[config.mk]
export PLATFORM = sky130hd
export DESIGN_NAME = room_renderer
export DESIGN_NICKNAME = d
export VERILOG_FILES = /design/src/rtl/room_pkg.sv /design/src/rtl/door_slider.sv /design/src/rtl/room_renderer.sv
export SDC_FILE = /design/constraint.sdc
export NUM_CORES = 1
export LEC_CHECK = 0
export ABC_AREA = 1
export BUFFER_PORTS_ARGS = -buffer_cell sky130_fd_sc_hd__buf_2
export CORE_UTILIZATION = 60
export DETAILED_ROUTE_END_ITERATION = 10
export PLACE_DENSITY = 0.87
export SETUP_SLACK_MARGIN = 0.3
export SLEW_MARGIN = 20
export SYNTH_ARGS = -nofsm -noshare
export SYNTH_HDL_FRONTEND = slang
export SYNTH_HIERARCHICAL = 1
export SYNTH_SLANG_ARGS = --single-unit
[constraint.sdc]
create_clock -name clk_vga -period 4.65 [get_ports clk_vga]
set_clock_uncertainty 0.05 [all_clocks]
set_input_delay 0.2325 -clock clk_vga [delete_from_list [all_inputs] [get_ports clk_vga]]
set_output_delay 0.2325 -clock clk_vga [all_outputs]
set_load 0.005 [all_outputs]
[src/rtl/room_pkg.sv]
// Shared constants, slider state type and gap helper for the room background renderer.
package room_pkg;

  localparam logic [1:0] SIDE_N = 2'd0;
  localparam logic [1:0] SIDE_S = 2'd1;
  localparam logic [1:0] SIDE_E = 2'd2;
  localparam logic [1:0] SIDE_W = 2'd3;

  typedef enum logic [1:0] {
    CLOSED,
    OPENING,
    OPEN,
    CLOSING
  } slider_state_t;

  localparam logic [7:0] COLOR_BLACK         = 8'h00;
  localparam logic [7:0] COLOR_FLOOR_DEFAULT = 8'b10110110;

  // Written as coord + half >= mid so the lower bound never underflows.
  function automatic logic in_gap(input logic [10:0] coord,
                                  input logic [10:0] mid,
                                  input logic [10:0] half);
    return (coord + half >= mid) && (coord < mid + half);
  endfunction

endpackage

[src/rtl/door_slider.sv]
// One doorway slider: steps its half-width toward open or closed on each frame_start.
module door_slider
  import room_pkg::*;
#(
  parameter int unsigned HALF_MAX = 60,
  parameter int unsigned STEP     = 4,
  parameter int unsigned HW       = $clog2(HALF_MAX + 1)
) (
  input  logic          clk,
  input  logic          rst_n,
  input  logic          frame_start,
  input  logic          lock,
  output logic [HW-1:0] h,
  output logic          open,
  output logic          moving
);

  localparam logic [HW-1:0] STEP_W = HW'(STEP);
  localparam logic [HW-1:0] MAX_W  = HW'(HALF_MAX);

  slider_state_t state;

  // A reversal mid-travel takes its step on the same pulse, so every pulse
  // moves h one STEP toward the locked/unlocked target until it is reached.
  always_ff @(posedge clk or negedge rst_n) begin
    if (!rst_n) begin
      state  <= CLOSED;
      h      <= '0;
      open   <= 1'b0;
      moving <= 1'b0;
    end else if (frame_start) begin
      if (lock && state != CLOSED) begin
        h    <= h - STEP_W;
        open <= 1'b0;
        if (h == STEP_W) begin
          state  <= CLOSED;
          moving <= 1'b0;
        end else begin
          state  <= CLOSING;
          moving <= 1'b1;
        end
      end else if (!lock && state != OPEN) begin
        h <= h + STEP_W;
        if (h + STEP_W == MAX_W) begin
          state  <= OPEN;
          open   <= 1'b1;
          moving <= 1'b0;
        end else begin
          state  <= OPENING;
          open   <= 1'b0;
          moving <= 1'b1;
        end
      end
    end
  end

endmodule

[src/rtl/room_renderer.sv]
// Room background generator: four wall bands with sliding doorways, 2-cycle pixel pipeline.
module room_renderer
  import room_pkg::*;
#(
  parameter int unsigned H_RES       = 640,
  parameter int unsigned V_RES       = 480,
  parameter int unsigned WALL_T      = 40,
  parameter int unsigned HALF_MAX    = 60,
  parameter int unsigned STEP        = 4,
  parameter logic [7:0]  FLOOR_COLOR = COLOR_FLOOR_DEFAULT
) (
  input  logic       clk_vga,
  input  logic       rst_n,
  input  logic [9:0] CurrentX,
  input  logic [8:0] CurrentY,
  input  logic [7:0] wall,
  input  logic       frame_start,
  input  logic [3:0] door_mask,
  input  logic [3:0] door_lock,
  output logic [7:0] mapData,
  output logic [3:0] door_open,
  output logic [3:0] door_moving
);

  localparam int unsigned HW = $clog2(HALF_MAX + 1);

  localparam logic [10:0] X_END  = 11'(H_RES);
  localparam logic [10:0] Y_END  = 11'(V_RES);
  localparam logic [10:0] X_MID  = 11'(H_RES / 2);
  localparam logic [10:0] Y_MID  = 11'(V_RES / 2);
  localparam logic [10:0] BAND   = 11'(WALL_T);
  localparam logic [10:0] X_EAST = 11'(H_RES - WALL_T);
  localparam logic [10:0] Y_SOUTH = 11'(V_RES - WALL_T);

  logic [HW-1:0] h_live [4];
  logic [HW-1:0] h_snap [4];
  logic          fs_d;

  for (genvar g = 0; g < 4; g++) begin : g_slider
    door_slider #(
      .HALF_MAX (HALF_MAX),
      .STEP     (STEP),
      .HW       (HW)
    ) u_slider (
      .clk         (clk_vga),
      .rst_n       (rst_n),
      .frame_start (frame_start),
      .lock        (door_lock[g]),
      .h           (h_live[g]),
      .open        (door_open[g]),
      .moving      (door_moving[g])
    );
  end

  // Snapshot follows the slider by one cycle so a whole frame renders one width.
  always_ff @(posedge clk_vga or negedge rst_n) begin
    if (!rst_n) begin
      fs_d <= 1'b0;
      for (int unsigned s = 0; s < 4; s++) h_snap[s] <= '0;
    end else begin
      fs_d <= frame_start;
      if (fs_d) h_snap <= h_live;
    end
  end

  logic [10:0] x, y;
  logic        valid_c;
  logic [3:0]  band_c, gap_c;

  assign x = {1'b0, CurrentX};
  assign y = {2'b00, CurrentY};

  always_comb begin
    valid_c = (x < X_END) && (y < Y_END);
    band_c  = '0;
    gap_c   = '0;
    band_c[SIDE_N] = y < BAND;
    band_c[SIDE_S] = y >= Y_SOUTH;
    band_c[SIDE_E] = x >= X_EAST;
    band_c[SIDE_W] = x < BAND;
    gap_c[SIDE_N]  = door_mask[SIDE_N] & in_gap(x, X_MID, 11'(h_snap[SIDE_N]));
    gap_c[SIDE_S]  = door_mask[SIDE_S] & in_gap(x, X_MID, 11'(h_snap[SIDE_S]));
    gap_c[SIDE_E]  = door_mask[SIDE_E] & in_gap(y, Y_MID, 11'(h_snap[SIDE_E]));
    gap_c[SIDE_W]  = door_mask[SIDE_W] & in_gap(y, Y_MID, 11'(h_snap[SIDE_W]));
  end

  logic       valid1;
  logic [3:0] band1, gap1;
  logic [7:0] wall1;

  always_ff @(posedge clk_vga or negedge rst_n) begin
    if (!rst_n) begin
      valid1  <= 1'b0;
      band1   <= '0;
      gap1    <= '0;
      wall1   <= '0;
      mapData <= COLOR_BLACK;
    end else begin
      valid1 <= valid_c;
      band1  <= band_c;
      gap1   <= gap_c;
      wall1  <= wall;
      if (!valid1)
        mapData <= COLOR_BLACK;
      else if (|(band1 & ~gap1))
        mapData <= wall1;
      else
        mapData <= FLOOR_COLOR;
    end
  end

endmodule

* After elaboration in Yosys (flattened, before gate mapping)
Index checks and enable logic that the tools add are counted.
** Storage, ports and cells
- Flip-flop bits (word level) :: 90
- Word-level logic and storage cells :: 158
** Cells by class
- Add/subtract/negate cells :: 16
- Magnitude comparators :: 14
- Equal/unequal tests :: 12
- Multiplexer cells :: 54
- Bitwise logic cells :: 6
- Reduce and logical (&&, ||, !) cells :: 30
** Operators by type and width (count)
- 6-bit two-way mux :: 8
- 2-bit two-way mux :: 16
- 1-bit two-way mux :: 28
- 6-bit by 3-bit adder with 6-bit output, second input constant :: 4
- 6-bit by 3-bit equality test with 1-bit output, second input constant :: 4
- 6-bit equality test, second input constant :: 4
- 6-bit by 3-bit subtractor with 6-bit output, second input constant :: 4
- 10-bit by 6-bit adder with 11-bit output :: 2
- 11-bit by 9-bit greater-or-equal comparator with 1-bit output, second input constant :: 2
- 9-bit by 6-bit adder with 10-bit output :: 2
- 9-bit by 6-bit adder with 10-bit output, first input constant :: 2
- 10-bit by 8-bit greater-or-equal comparator with 1-bit output, second input constant :: 2
- 10-bit < comparator :: 2
- 8-bit by 6-bit adder with 9-bit output, first input constant :: 2
- 9-bit < comparator :: 2
- 8-bit two-way mux :: 2
- 2-bit nonzero test :: 8
- 1-bit logical AND :: 13
- 10-bit greater-or-equal comparator, second input constant :: 1
- 10-bit < comparator, second input constant :: 1
- 10-bit by 6-bit < comparator with 1-bit output, second input constant :: 1
- 9-bit greater-or-equal comparator, second input constant :: 1
- 9-bit by 6-bit < comparator with 1-bit output, second input constant :: 1
- 9-bit < comparator, second input constant :: 1
- 7 further kinds :: 19

* Logic depth before layout (Yosys ltp)
Gate-level depths: netlist (run 1).
- Depth in word-level cells :: 5
- Gate-level depth with buffers :: 14
- Gate-level depth less buffers :: 14

* By module
Netlist (run 1), hierarchy kept.
** By module, submodules not included
- room_renderer :: instances 1, cells an instance 442, area each 3543.4 um^2, sequential area each 1251.2 um^2
- door_slider :: instances 4, cells an instance 67, area each 500.5 um^2, sequential area each 175.2 um^2

* Worst setup path before layout (run 1)
OpenSTA, ideal clock, no wires.
- Path kind :: register to register
- From :: register h_snap[6] (netlist name)
- To :: register gap1[2]
- Library setup time :: 0.113 ns
- Arrival :: 1.580 ns
- Data required time :: 4.487 ns
- Slack :: 2.907 ns
- Cell stages (with the launch flop) :: 13
- Path buffers :: 0
- Clock period less this slack :: 1.743 ns
- Cell sequence :: dfrtp_1 > ha_1 > inv_1 > fa_1 > clkinvlp_4 > nand2_1 > nand2_1 > xor2_1 > a21oi_2 > nand2_1 > nand2_1 > nand2_1 > nor2_2
** Between the ends
- Cells in the longest elaborated chain, start to end :: 4
- Elaborated cells on any way between the ends :: 6
- Classes of those cells :: add/sub (2); order compare (2); bitwise (1); reduce/logical (1)
** Ends and longest elaborated chain
- from (decl) :: RTL line room_renderer.sv:36 : logic [HW-1:0] h_snap [4];
- from (signal assigned) :: RTL line room_renderer.sv:62 : if (fs_d) h_snap <= h_live;
- 9-bit by 6-bit adder with 10-bit output or 8-bit by 6-bit adder with 9-bit output (tied branches) :: RTL line room_pkg.sv:23 : return (coord + half >= mid) && (coord < mid + half);
- 10-bit by 8-bit greater-or-equal comparator with 1-bit output or 9-bit < comparator (tied branches) :: RTL line room_pkg.sv:23
- 1-bit logical AND (*) :: RTL line room_pkg.sv:23
- 1-bit bitwise AND (*) :: RTL line room_renderer.sv:83 : gap_c[SIDE_E] = door_mask[SIDE_E] & in_gap(y, Y_MID, 11'(h_snap[SIDE_E]));
- named net gap_c[2] :: RTL line room_renderer.sv:68 : logic [3:0] band_c, gap_c;
- to (signal assigned) :: RTL line room_renderer.sv:101 : gap1 <= gap_c;
- to (decl) :: RTL line room_renderer.sv:88 : logic [3:0] band1, gap1;
Mark *: on every way through the listed nets, which the timed path passes. The rest lies on a longest branch.
A chain may end at the register's enable or synchronous reset.

* Worst setup path after layout (run 1)
- From :: register h_snap[10] (netlist name)
- To :: register gap1[2]
Same word-level chain as after synthesis.

==> results, run 1 <==
- The class of the most critical hold timing path is in2async.
- The peak supply drop is 0.3785 mV.
- The critical path required time is 4.90 ns.
- In this run, synthesis produced a sequential element count of slightly below 80.
- The portion of synthesized area spent on multiplexers is 0.8123%.
- The endpoint kind of the worst setup timing path is a flop.
- Input and output buffers added on the ports amount to between 50 and 60.
- The areal power density over the cells is 484.1 nW/um^2.
- In this run the critical register-to-register path is launched from h_snap[10].
- The hold violation count in the final report is 32.
- The post-placement cell area is 5887 um^2.
- 0 antenna diodes ended up in the layout.
- The Yosys step of the flow raised 6 warnings.
- Cells fill 69.60% of the core in the end.
- The finished cells cover about 6200 um^2.
- The post-cts repair resize count is 0.
- During I/O placement, the number of pins put on the boundary was between 50 and 60.
- From left edge to right edge, the die measures 98.14 um.
- The TritonCTS clock tree is done.
- The area of the placeable core is about 8800 um^2.
- The detailed router finished its first iteration with 271 violations.
- Among all stages on the critical path, the largest delay is contributed by sky130_fd_sc_hd__dfrtp_1.
- The site row count is 34.
- The signal on the critical path passes through inv_1 > ha_1 > inv_1 > ha_1 > a21oi_1 > nor2_1 > a211oi_1 > o21ai_0 > nor2_2 > nand2_1 > nor2_2.
- The die covers just under 10000 um^2.
- At the end of routability-driven placement, the weighted congestion stood at about 0.93.
- The filler cell count is 713.
- Sequential elements use 35.20% of the synthesized area.
- The first detailed-routing pass ran for 8 iterations.
- The post-route fraction of the period consumed by the critical path is between 40 and 50%.
- For the worst setup path, the data arrival time is ~2.2 ns.
- The count of mapped cells out of synthesis is 710.
- The initial utilization of the core area, before any placement, comes to 62.67%.
- The total wire length after detailed routing is between 10000 and 15000 um.
- The buffer cell driving the clock tree root is sky130_fd_sc_hd__clkbuf_8.
- The share of layout cells above drive strength 1 is between 10 and 15%.
- Counting both buffers and inverters, the worst setup path holds a total of 2.
- The detailed-route vias per instance is 5.462.
- The minimum clock period is around 2 ns.
- The run finished, with violations left.
- The post-route antenna net violation count is 0.
- The total number of vias is between 4000 and 5000.
- The worst register-to-register path has a depth of 11.
- The netlist area before placement is between 5000 and 6000 um^2.
- The first global-routing pass estimated approximately 21000 um of wire.
- The number of antenna violations at the first check in global routing is 0.
- The share of synthesized cell area in full adder, half adder and majority cells is approximately 17%.
- For this run, design rule violations remaining after detail routing come to 4.
- In the global route stage, overall resource usage came out at between 20% and 30%.
- The sort of element at the start of the critical path is a flop.
- The hold slack is -0.04348 ns.
- Entering global routing, the biggest net connects slightly below 80 pins.
- The setup check on the worst reg-to-reg path leaves a slack of 2.69 ns.
- Once placement completed, the tool counted placed cells totaling around 860.
- The clock transition at the registers of the reported paths is 0.09 ns.
- The synthesized area divided by synthesized cell count is a little under 8 um^2.
- CTS built an H-tree with a depth of 3.
- The checks that failed: design-rule violations, negative hold slack.
- The clock drives 78 sinks.
- The die is 98.14 um tall.
- After Yosys synthesis, XOR and XNOR cells account for under 10% of the synthesized area.
- For the pin with the worst max-slew slack, the measured transition is around 0.98 ns.
- The leakage component of the power is 3.333 nW.
- Global routing finished with a remaining overflow of 0.
- The count of nets after finishing is a little under 900.
- The max-slew violation total from the final report is 0.
- The endpoint of the most critical register-to-register path is gap1[2].
- The source-to-sink clock delay at the later pin of the worst-skew pair is between 0.3 and 0.4 ns.
- The count of different cell masters after synthesis is 38.
- Setup repair after global routing left no endpoint under its margin.
- By area, the combinational part of the netlist is dominated by simple AND/OR/NAND/NOR gates.
- The aggregate negative setup slack is 0 ns.
- Grouping stages by cell kind, the critical path spends the most delay in compound AO/OA/AOI/OAI gates.
- The achievable clock frequency is approximately 0.5 GHz.
- Setup violations remaining at the end of the flow were counted as 0.
- The total half-perimeter wirelength after legalization and detailed placement is a little over 9000 um.
- The finished layout holds between 800 and 900 standard cells, fillers aside.
- After clock tree synthesis, the setup repair step added 0 buffers.
- The most common cell after layout, fill and taps aside is sky130_fd_sc_hd__nand2_1.
- In the layout the commonest cells are sky130_fd_sc_hd__nand2_1 (191), sky130_fd_sc_hd__inv_1 (96), sky130_fd_sc_hd__dfrtp_1 (78), sky130_fd_sc_hd__ha_1 (70), sky130_fd_sc_hd__buf_2 (52).
- The tool flagged a number of max-cap violations equal to 0.
- On the worst path, the slowest cell contributes a delay of around 0.39 ns.
- The via count of the first global-routing pass is approximately 4900.
- Hold repair after CTS inserted 8 buffers.
- After detailed routing, the average wire length per cell comes to 13.92 um.
- The maximum root-to-sink buffer count is 2.
- The maximum fanout along the worst path is 2.
- Counting the buffers created by CTS gives 9.
- The category of the most critical setup path is reg2reg.
- The compound-gate portion of the synthesized area is between 10% and 20%.
- The area growth from synthesis to final layout is 11.06%.
- The simple-gate area share of the yosys netlist is between 20% and 30%.
- Measured against its own limit, the worst slew margin works out to about a third.
cells by family after synthesis:
group	after synthesis
AOI/OAI and AO/OA	102
muxes	4
and+or+nand+nor	310
other	4
adders and majority gates	74
DFF	78
xor gates and xnor gates	10
buffers and inverters	128
worst reg2reg max path: cells and delay by family, from the launching register on:
kind,cells,cell delay (ns)
AOI/OAI and AO/OA,3,0.55
adders and majority gates,2,0.48
buffers and inverters,2,0.15
DFF,1,0.39
and+or+nand+nor,4,0.30
synthesized netlist by cell type (all sizes together):
cell / n / area share, %
nand2: 199 / 14
inv: 109 / 7.4
dfrtp: 78 / 35
ha: 70 / 16
o21ai: 49 / 5.3
nand3: 45 / 4.4
nor2: 37 / 2.6
a21oi: 36 / 3.4
nand4: 16 / 1.8
xor2: 10 / 1.6
buf: 9 / 1.2
o21bai: 8 / 1.1
nor3: 6 / 0.72
clkbuf: 5 / 0.34
clkinv: 4 / 0.27
conb: 4 / 0.27
fa: 4 / 1.4
mux2: 4 / 0.81
or2: 4 / 0.45
a211oi: 3 / 0.41
o21a: 3 / 0.41
nor4: 2 / 0.23
clkinvlp: 1 / 0.14
nand3b: 1 / 0.14
o2111ai: 1 / 0.16
o211ai: 1 / 0.14
o31ai: 1 / 0.14
routing by layer:
layer / vias up / track usage, % / part of all wire, %
met5: - / 0 / 0
met4: 0 / 11.48 / 3.4
met3: 52 / 5.798 / 5.5
met2: 161 / 48.81 / 51
met1: 2257 / 31.62 / 41
li1: 2369 / - / -
flip-flops by register name, summed over array words and instances (netlist names):
name                     flops
fs_d                         1
wall1                        8
mapData                      8
band1                        4
g_slider.u_slider/h         16
h_snap                      24
gap1                         4
valid1                       1
g_slider.u_slider/state      8
g_slider.u_slider/open       4
how the worst max path moves through the flow:
stage / start / end / cells past startpoint
4_1_cts: h_snap[6] / gap1[2] / 12
3_5_place_dp: h_snap[6] / gap1[2] / 12
6_report: h_snap[10] / gap1[2] / 11
5_1_grt: h_snap[10] / gap1[2] / 11
2_1_floorplan: h_snap[6] / gap1[2] / 12
3_3_place_gp: h_snap[6] / gap1[2] / 12
report_power, final:
group / internal [mW] / switching, mW
Clock: 0.204 / 0.288
Sequential: 0.859 / 0.209
Combinational: 0.542 / 0.878
Total: 1.61 / 1.38
metrics by stage:
stage / total power, mW / setup slack [ns]
2_1_floorplan: 2.093 / 2.907
3_3_place_gp: 2.346 / 2.834
3_5_place_dp: 2.461 / 2.729
4_1_cts: 2.974 / 2.708
5_1_grt: 3.270 / 2.488
6_report: 2.981 / 2.687
cell type report:
| cell class | instances | area [um^2] | share of cell area, % |
|---|---|---|---|
| Multi-Input combinational cell | 508 | 3093 | 50.22 |
| Sequential cell | 78 | 1952 | 31.69 |
| Inverter | 114 | 431.7 | 7.009 |
| Timing Repair Buffer | 62 | 355.3 | 5.770 |
| Tap cell | 108 | 135.1 | 2.194 |
| Clock buffer | 9 | 123.9 | 2.011 |
| Clock inverter | 7 | 67.56 | 1.097 |
Note: power is estimated with default switching activity, not from simulation.
==> inputs of run 2 (changes only) <==
Clock period 4.65 ns to 2 ns, I/O delays scaled along.
==> results, run 2 (synthesized netlist as in run 1, its figures left out) <==
- The relative slew slack is approximately three fifths.
- The post-route fraction of the period consumed by the critical path is between 90% and 100%.
- The areal power density over the cells is roughly 1100 nW/um^2.
- In the routed design, unresolved DRC markers number 4.
- The flow ran to the end, but the final reports show violations.
- The hold violation count in the final report is 0.
- The flip-flop count of the largest register, all copies and words added is 24.
- Once placement finished, the instance area stood at around 5900 um^2.
- The floorplan step set the die width to roughly 100 um.
- Data arrives at the worst endpoint at roughly 2.1 ns.
- The startpoint of the worst register-to-register path is h_snap[10].
- The buffer cell driving the clock tree root is sky130_fd_sc_hd__clkbuf_8.
- The number of antenna violations at the first check in global routing was 1.
- For the worst-skew pair, the clock arrives at the later sink with an insertion delay of approximately 0.37 ns.
- The total non-filler cell area in the finished layout is between 6000 and 7000 um^2.
- Setup violations remaining at the end of the flow were counted as 0.
- The starting density of the core is between 60% and 70%.
- The maximum root-to-sink buffer count is 2.
- Counting the buffers created by CTS gives 9.
- The starting DRC count in detailed routing is between 300 and 400.
- The critical path goes through inv_2 > ha_4 > inv_4 > ha_4 > a21oi_2 > nor2_1 > a211oi_1 > o21ai_1 > nor2_2 > nand2_1 > nor2_2.
- The final reports fail on design-rule violations.
- The count of buffers added on input and output ports is 53.
- The total overflow reported by the global router is 0.
- The final weighted congestion of routability-driven global placement is approximately 0.94.
- The worst reg-to-reg path cell count is 11.
- The peak supply drop is 0.7338 mV.
- The delay of the slowest cell on the worst path is around 0.44 ns.
- 54 I/O pins were placed.
- The minimum clock period is between 1.5 and 2 ns.
- Of the cells placed in the final design, the portion with a size suffix greater than 1 is 21.67%.
- The register with the highest flop count is h_snap.
- The max-slew violation total from the final report is 0.
- The area growth from synthesis to layout is 19.11%.
- The mean routed wirelength per cell is ~15 um.
- Once detailed placement completed, the half-perimeter wirelength came to between 9000 and 10000 um.
- Measured along the y axis, the die boundary spans 98.14 um.
- Setup repair after global routing could not meet its margin everywhere.
- The final core utilization is ~75%.
- The number of iterations in the first detailed-routing pass is 9.
- The class of the most critical hold timing path is in2reg.
- For this run, the top clock speed supported by timing is around 0.53 GHz.
- The most common cell after layout, fill and taps aside is sky130_fd_sc_hd__nand2_1.
- The number of buffer and inverter instances along the worst setup path is 2.
- At the pin with the least slew margin, the transition time is approximately 0.6 ns.
- The sort of element at the start of the critical path is a flop.
- Global routing consumed, over all layers together, between 20% and 30% of the routing resources.
- The worst hold path passes through 5 cells.
- The detail route stage leaves a number of antenna-violating nets equal to 0.
- The TritonCTS clock tree is done.
- The worst hold path terminates at gap1[3].
- The first global-routing pass estimated about 22000 um of wire.
- The floorplan step defined a core boundary enclosing 8848 um^2.
- STA puts the critical path data required time at around 2.3 ns.
- The maximum fanout along the worst path is 2.
- The routed layout has between 5000 and 6000 vias.
- The final layout contains 910 nets.
- In this run the critical register-to-register path is captured at gap1[2].
- The via count of the first global-routing pass was 4952.
- The post-layout total power is approximately 7.5 mW.
- The count of clock tree sinks is 78.
- The cell family contributing the most delay on the critical path is compound AO/OA/AOI/OAI gates.
- The origin of the worst min-delay path is door_mask[3].
- Entering global routing, the biggest net connects 39 pins.
- The total wire length after detailed routing is 14030 um.
- The worst setup path is captured at a flop.
- The detailed-route vias per instance is 5.552.
- The number of max-capacitance violations reported is 0.
- The slowest stage of the critical path is the sky130_fd_sc_hd__dfrtp_1 cell.
- In the final layout, the registers with the most flip-flops are h_snap: 24 flops, g_slider.u_slider/h: 16 flops.
- The die covers a little under 10000 um^2.
- The H-tree was split into 3 levels.
- The aggregate negative setup slack is 0 ns.
- The clock transition at the registers of the reported paths is around 0.10 ns.
- Summed over all cells, the static leakage comes to 3.455 nW.
- The category of the most critical setup path is reg2reg.
- Setup slack on the worst reg-to-reg path comes out at between 0.1 and 0.15 ns.
- Leaving out fill and tap cells, the most frequent cells in the layout are sky130_fd_sc_hd__nand2_1 (189), sky130_fd_sc_hd__inv_1 (88), sky130_fd_sc_hd__dfrtp_1 (78), sky130_fd_sc_hd__ha_1 (52), sky130_fd_sc_hd__buf_2 (52).
- The site row count is 34.
## run 2: cell types whose count changed in the layout (fill, tap and decap cells not counted), sizes merged
cell         change
inv              +3
dlygate4sd3     +10
diode            +1
clkinv           -2
clkinvlp         -1
buf             +15
## run 2: power breakdown
part	internal, mW	switching [mW]
clock	0.477	0.686
combinational	1.53	2.27
sequential	2.00	0.492
total	4.00	3.45
## run 2: area by class of cell
| cell class | instances | area [um^2] |
|---|---|---|
| Sequential cell | 78 | 1952 |
| Tap cell | 108 | 135.1 |
| Timing Repair Buffer | 87 | 580.6 |
| Inverter | 114 | 436.7 |
| Multi-Input combinational cell | 508 | 3313 |
| Fill cell | 604 | 2243 |
| Antenna cell | 1 | 2.502 |
| Clock buffer | 9 | 123.9 |
| Clock inverter | 7 | 61.31 |
## run 2: what timing repair did
action | CTS | global route
gates cloned | 0 | 0
endpoints found under the hold margin | 52 | 0
setup endpoints to repair | 3 | 4
buffers inserted | 5 | 7
pin swaps | 0 | 15
hold buffers | 18 | 0
resized for setup | 14 | 36
## run 2: tightest hold or removal path: stages
cell and delay (ns):
sky130_fd_sc_hd__buf_2 0.10, sky130_fd_sc_hd__inv_1 0.04, sky130_fd_sc_hd__a211oi_1 0.04, sky130_fd_sc_hd__nand2_1 0.07, sky130_fd_sc_hd__a21oi_1 0.04
## run 2: stage by stage
stage	hold WS, ns	std cells	setup slack, ns
floorplan	-0.2456	714	0.3223
global placement	0.03678	865	0.2558
detailed placement	0.04806	865	0.1918
CTS	0.00002592	904	0.2526
global route	0.01569	912	0.05497
finish	0.005031	912	0.1218
## run 2: worst max path at each step
stage          startpoint  endpoint  cells after the start  slack [ns]
6_report       h_snap[10]   gap1[2]                     11        0.12
3_5_place_dp    h_snap[6]   gap1[2]                     11        0.19
4_1_cts         h_snap[9]   gap1[2]                     12        0.25
5_1_grt         h_snap[7]   gap1[2]                     14        0.05
3_3_place_gp    h_snap[6]   gap1[2]                     12        0.26
2_1_floorplan   h_snap[6]   gap1[2]                     12        0.32
## run 2: routing by layer
layer	part of all wire, %	GRT usage, %
met5	0	0
met3	6.4	6.872
met4	4.7	13.89
met1	39	33.85
met2	50	50.92
==> inputs of run 3 (changes only) <==
Settings changed: ABC_AREA 1 to not set.
==> results, run 3 <==
- The final core utilization is roughly three quarters.
- The register cell area after layout is just under 2000 um^2.
- The congestion estimate from routability-driven global placement came to 0.8216.
- The maximum root-to-sink buffer count is 2.
- The worst setup path is launched from a flop.
- The hold violation count in the final report came to 0.
- Dividing the synthesized area by the synthesized cell count gives just under 10 um^2.
- between 50 and 60 I/O pins were placed.
- In this run, placement finished with an instance count of around 700.
- The total setup violations reported at the end of the flow is 2.
- The most instantiated flip-flop cell in the synthesis netlist is sky130_fd_sc_hd__dfrtp_1.
- Across the run, the number of max-cap violations was 0.
- The detailed-route vias per instance is around 5.6.
- The source-to-sink clock delay at the later pin of the worst-skew pair is 0.36 ns.
- In this run, synthesis inferred 0 flip-flops with an integrated enable.
- The worst hold path begins at CurrentY[5].
- Setup slack on the worst reg-to-reg path comes out at -0.06 ns.
- The largest net degree at the start of global routing is 54.
- Summed over all layers, the routed wires come to 11310 um.
- The library cell with the largest summed area after synthesis is sky130_fd_sc_hd__dfrtp_1.
- Of the synthesized area, sequential elements account for ~38%.
- Before antenna repair, the detailed router went through 4 iterations.
- After floorplanning, the core was divided into 33 placement rows.
- By area the synthesized netlist is led by sky130_fd_sc_hd__dfrtp_1 (38%), sky130_fd_sc_hd__ha_1 (17%), sky130_fd_sc_hd__inv_1 (4.1%), sky130_fd_sc_hd__o21ai_0 (3.0%), sky130_fd_sc_hd__xor2_1 (2.7%).
- The net count of the finished layout is 731.
- Dividing the detail-routed wire length by the instance count gives between 15 and 20 um.
- The analysis attributes to cell leakage a power of ~3 nW.
- The area growth from synthesis to layout is 20.11%.
- The count of unresolved DRC violations after routing is 0.
- The final reports fail on negative setup slack.
- Summed over all nets, the half-perimeter wirelength after detailed placement is approximately 7500 um.
- The die outline width is approximately 95 um.
- The post-route fraction of the period consumed by the critical path is 102.8%.
- For this design the ratio of total power to cell area is 1132 nW/um^2.
- In this run the standard cell core region covers 8299 um^2.
- The total overflow reported by the global router is 0.
- The filler cell count is ~530.
- The max-slew violation total from the final report was 0.
- The achievable clock frequency is around 0.49 GHz.
- The H-tree was split into 3 levels.
- The largest registers in the layout are h_snap: 24 flops, g_slider.u_slider/h: 16 flops.
- In this run, synthesis produced a sequential element count of 78.
- The buffer cell driving the clock tree root is sky130_fd_sc_hd__clkbuf_8.
- In this run the critical register-to-register path is captured at gap1[3].
- The total number of vias is ~4000.
- The flow ran to the end, but the final reports show violations.
- Once the floorplan was initialized, standard cells occupied roughly 62% of the core.
- The critical path required time is roughly 2.2 ns.
- The worst setup margin is -0.05599 ns.
- The via count of the first global-routing pass is approximately 4200.
- The class of the most critical hold timing path is in2reg.
- Subtracting the final worst setup slack from the clock period gives 2.056 ns.
- The endpoint with the worst hold slack is band1[1].
- The number of different library cells used by synthesis comes to 60.
- Sorting the synthesized cells by how often they occur yields sky130_fd_sc_hd__dfrtp_1 (78), sky130_fd_sc_hd__ha_1 (70), sky130_fd_sc_hd__inv_1 (57), sky130_fd_sc_hd__nand2_1 (35), sky130_fd_sc_hd__nor2_1 (32).
- The post-route netlist has about a quarter of its cells at a drive strength greater than 1.
- The vertical die dimension is 94.88 um.
- Counting every instance in the synthesized netlist gives around 530.
- The TritonCTS clock tree is done.
- The number of antenna violations at the first check in global routing is 0.
- The register with the most flip-flops in the layout has 24 of them.
- The number of antenna repair diodes is 0.
- Setup repair after global routing could not meet its margin everywhere.
- The startpoint of the worst register-to-register path is h_snap[1].
- By instance count, the leading cell after synthesis is sky130_fd_sc_hd__dfrtp_1.
- The final standard cell count with taps included and fillers excluded is roughly 730.
- More flip-flops sit in one register than any other, and that register is h_snap.
- The starting DRC count in detailed routing is 180.
- VDD sags by at most 0.7617 mV.
- The worst setup path is of the reg2reg kind.
- Clock tree synthesis inserted a total of 9 buffers.
- The clock transition at the registers of the reported paths is approximately 0.090 ns.
- The depth of the worst hold-timing path is 3.
- The maximum fanout along the worst path is 4.
- The clock net in this run drives a total of 78 sinks.
- The global-route usage over all layers is around 27%.
- Data on the critical path arrives at its endpoint at between 2 and 2.5 ns.
- Once detail routing completed, the nets flagged for antenna violations numbered 0.
- The Yosys step of the flow raised 6 warnings.
- The worst reg-to-reg path cell count is 9.
- The netlist area before placement is 5176 um^2.
- The wire length of the first global-routing pass is roughly 19000 um.
- The multi-input gate area in the final layout is between 3000 and 4000 um^2.
- The area of the die is 9002 um^2.
- In the layout the commonest cells are sky130_fd_sc_hd__dfrtp_1 (78), sky130_fd_sc_hd__ha_1 (60), sky130_fd_sc_hd__inv_1 (52), sky130_fd_sc_hd__buf_2 (52), sky130_fd_sc_hd__nand2_1 (35).
- In this run the tool buffered the top-level ports with 53 buffer cells.
- Leaving out fill and tap cells, the most frequent cell in the layout is sky130_fd_sc_hd__dfrtp_1.
- The proportion of register bits with asynchronous set or reset after synthesis is 100.0%.
- The area share of the largest cell type after synthesis is between 30% and 40%.
- STA classifies the critical path endpoint as a flop.
==> run 3: worst max-delay path by stage <==
stage | to | cells after the start | start | slack, ns
6_report | gap1[3] | 9 | h_snap[1] | -0.06
5_1_grt | gap1[3] | 9 | h_snap[0] | -0.18
4_1_cts | gap1[3] | 9 | h_snap[0] | 0.001
3_5_place_dp | gap1[3] | 9 | h_snap[0] | -0.08
3_3_place_gp | gap1[3] | 9 | h_snap[0] | -0.01
2_1_floorplan | gap1[1] | 8 | h_snap[12] | -0.02
==> run 3: where the power goes <==
group	leakage, nW	total (mW)	switching, mW	internal [mW]
clock	0.0932	1.22	0.606	0.617
combinational	1.93	3.27	1.72	1.55
sequential	0.946	2.54	0.510	2.03
total	2.97	7.04	2.83	4.20
==> run 3: repair_timing <==
item	in CTS	in global routing
gates resized for setup	19	6
pin swaps	24	4
setup buffers	8	3
endpoints found under the setup margin	4	4
hold buffers	19	0
endpoints found under the hold margin	56	0
==> run 3: through the flow <==
stage | setup slack [ns] | cell area, um^2 | setup TNS [ns] | power, mW | hold slack (ns)
final | -0.05599 | 6217 | -0.08642 | 7.038 | 0.02198
after global routing | -0.1781 | 6217 | -0.3261 | 7.600 | 0.03699
after CTS | 0.001202 | 6171 | 0 | 6.930 | 0.02604
after detailed placement | -0.07811 | 5617 | -0.07940 | 5.502 | -0.01399
after global placement | -0.01305 | 5617 | -0.01305 | 5.277 | -0.01146
after floorplan | -0.02481 | 5234 | -0.02481 | 4.719 | -0.2456
==> run 3: final cells by class <==
type                            count  area share (%)
Tap cell                          105           2.113
Timing Repair Buffer               91           9.922
Clock buffer                       12           2.334
Clock inverter                      4          0.8654
Inverter                           57           3.441
Sequential cell                    78           31.39
Multi-Input combinational cell    382           49.93
==> run 3: layer usage <==
| layer | up-vias | wire (um) | track usage, % |
|---|---|---|---|
| met5 | - | 0 | 0 |
| met4 | 0 | 226 | 10.73 |
| met3 | 26 | 561 | 4.428 |
| met1 | 1952 | 4774 | 32.37 |
| li1 | 1970 | - | - |
| met2 | 116 | 5746 | 48.44 |
==> run 3: logic make-up (layout without fill, tap and decap cells) <==
| kind of cell | Yosys count | after routing | synth area share, % |
|---|---|---|---|
| xor gates and xnor gates | 30 | 30 | 5.076 |
| and+or+nand+nor | 131 | 131 | 13.39 |
| DFF | 78 | 78 | 37.71 |
| AOI/OAI and AO/OA | 126 | 126 | 16.51 |
| muxes | 13 | 13 | 2.707 |
| other | 4 | 8 | 0.2900 |
| adders and majority gates | 74 | 74 | 18.47 |
| buffers and inverters | 72 | 164 | 5.850 |
==> run 3: critical path: stages, from the launching register on <==
cell and delay, ns:
sky130_fd_sc_hd__dfrtp_1 0.39, sky130_fd_sc_hd__inv_2 0.07, sky130_fd_sc_hd__buf_6 0.12, sky130_fd_sc_hd__fa_2 0.37, sky130_fd_sc_hd__o21bai_4 0.15, sky130_fd_sc_hd__a2bb2oi_2 0.09, sky130_fd_sc_hd__and2b_1 0.20, sky130_fd_sc_hd__nor3b_2 0.17
sky130_fd_sc_hd__o31ai_2 0.24, sky130_fd_sc_hd__a211oi_2 0.10
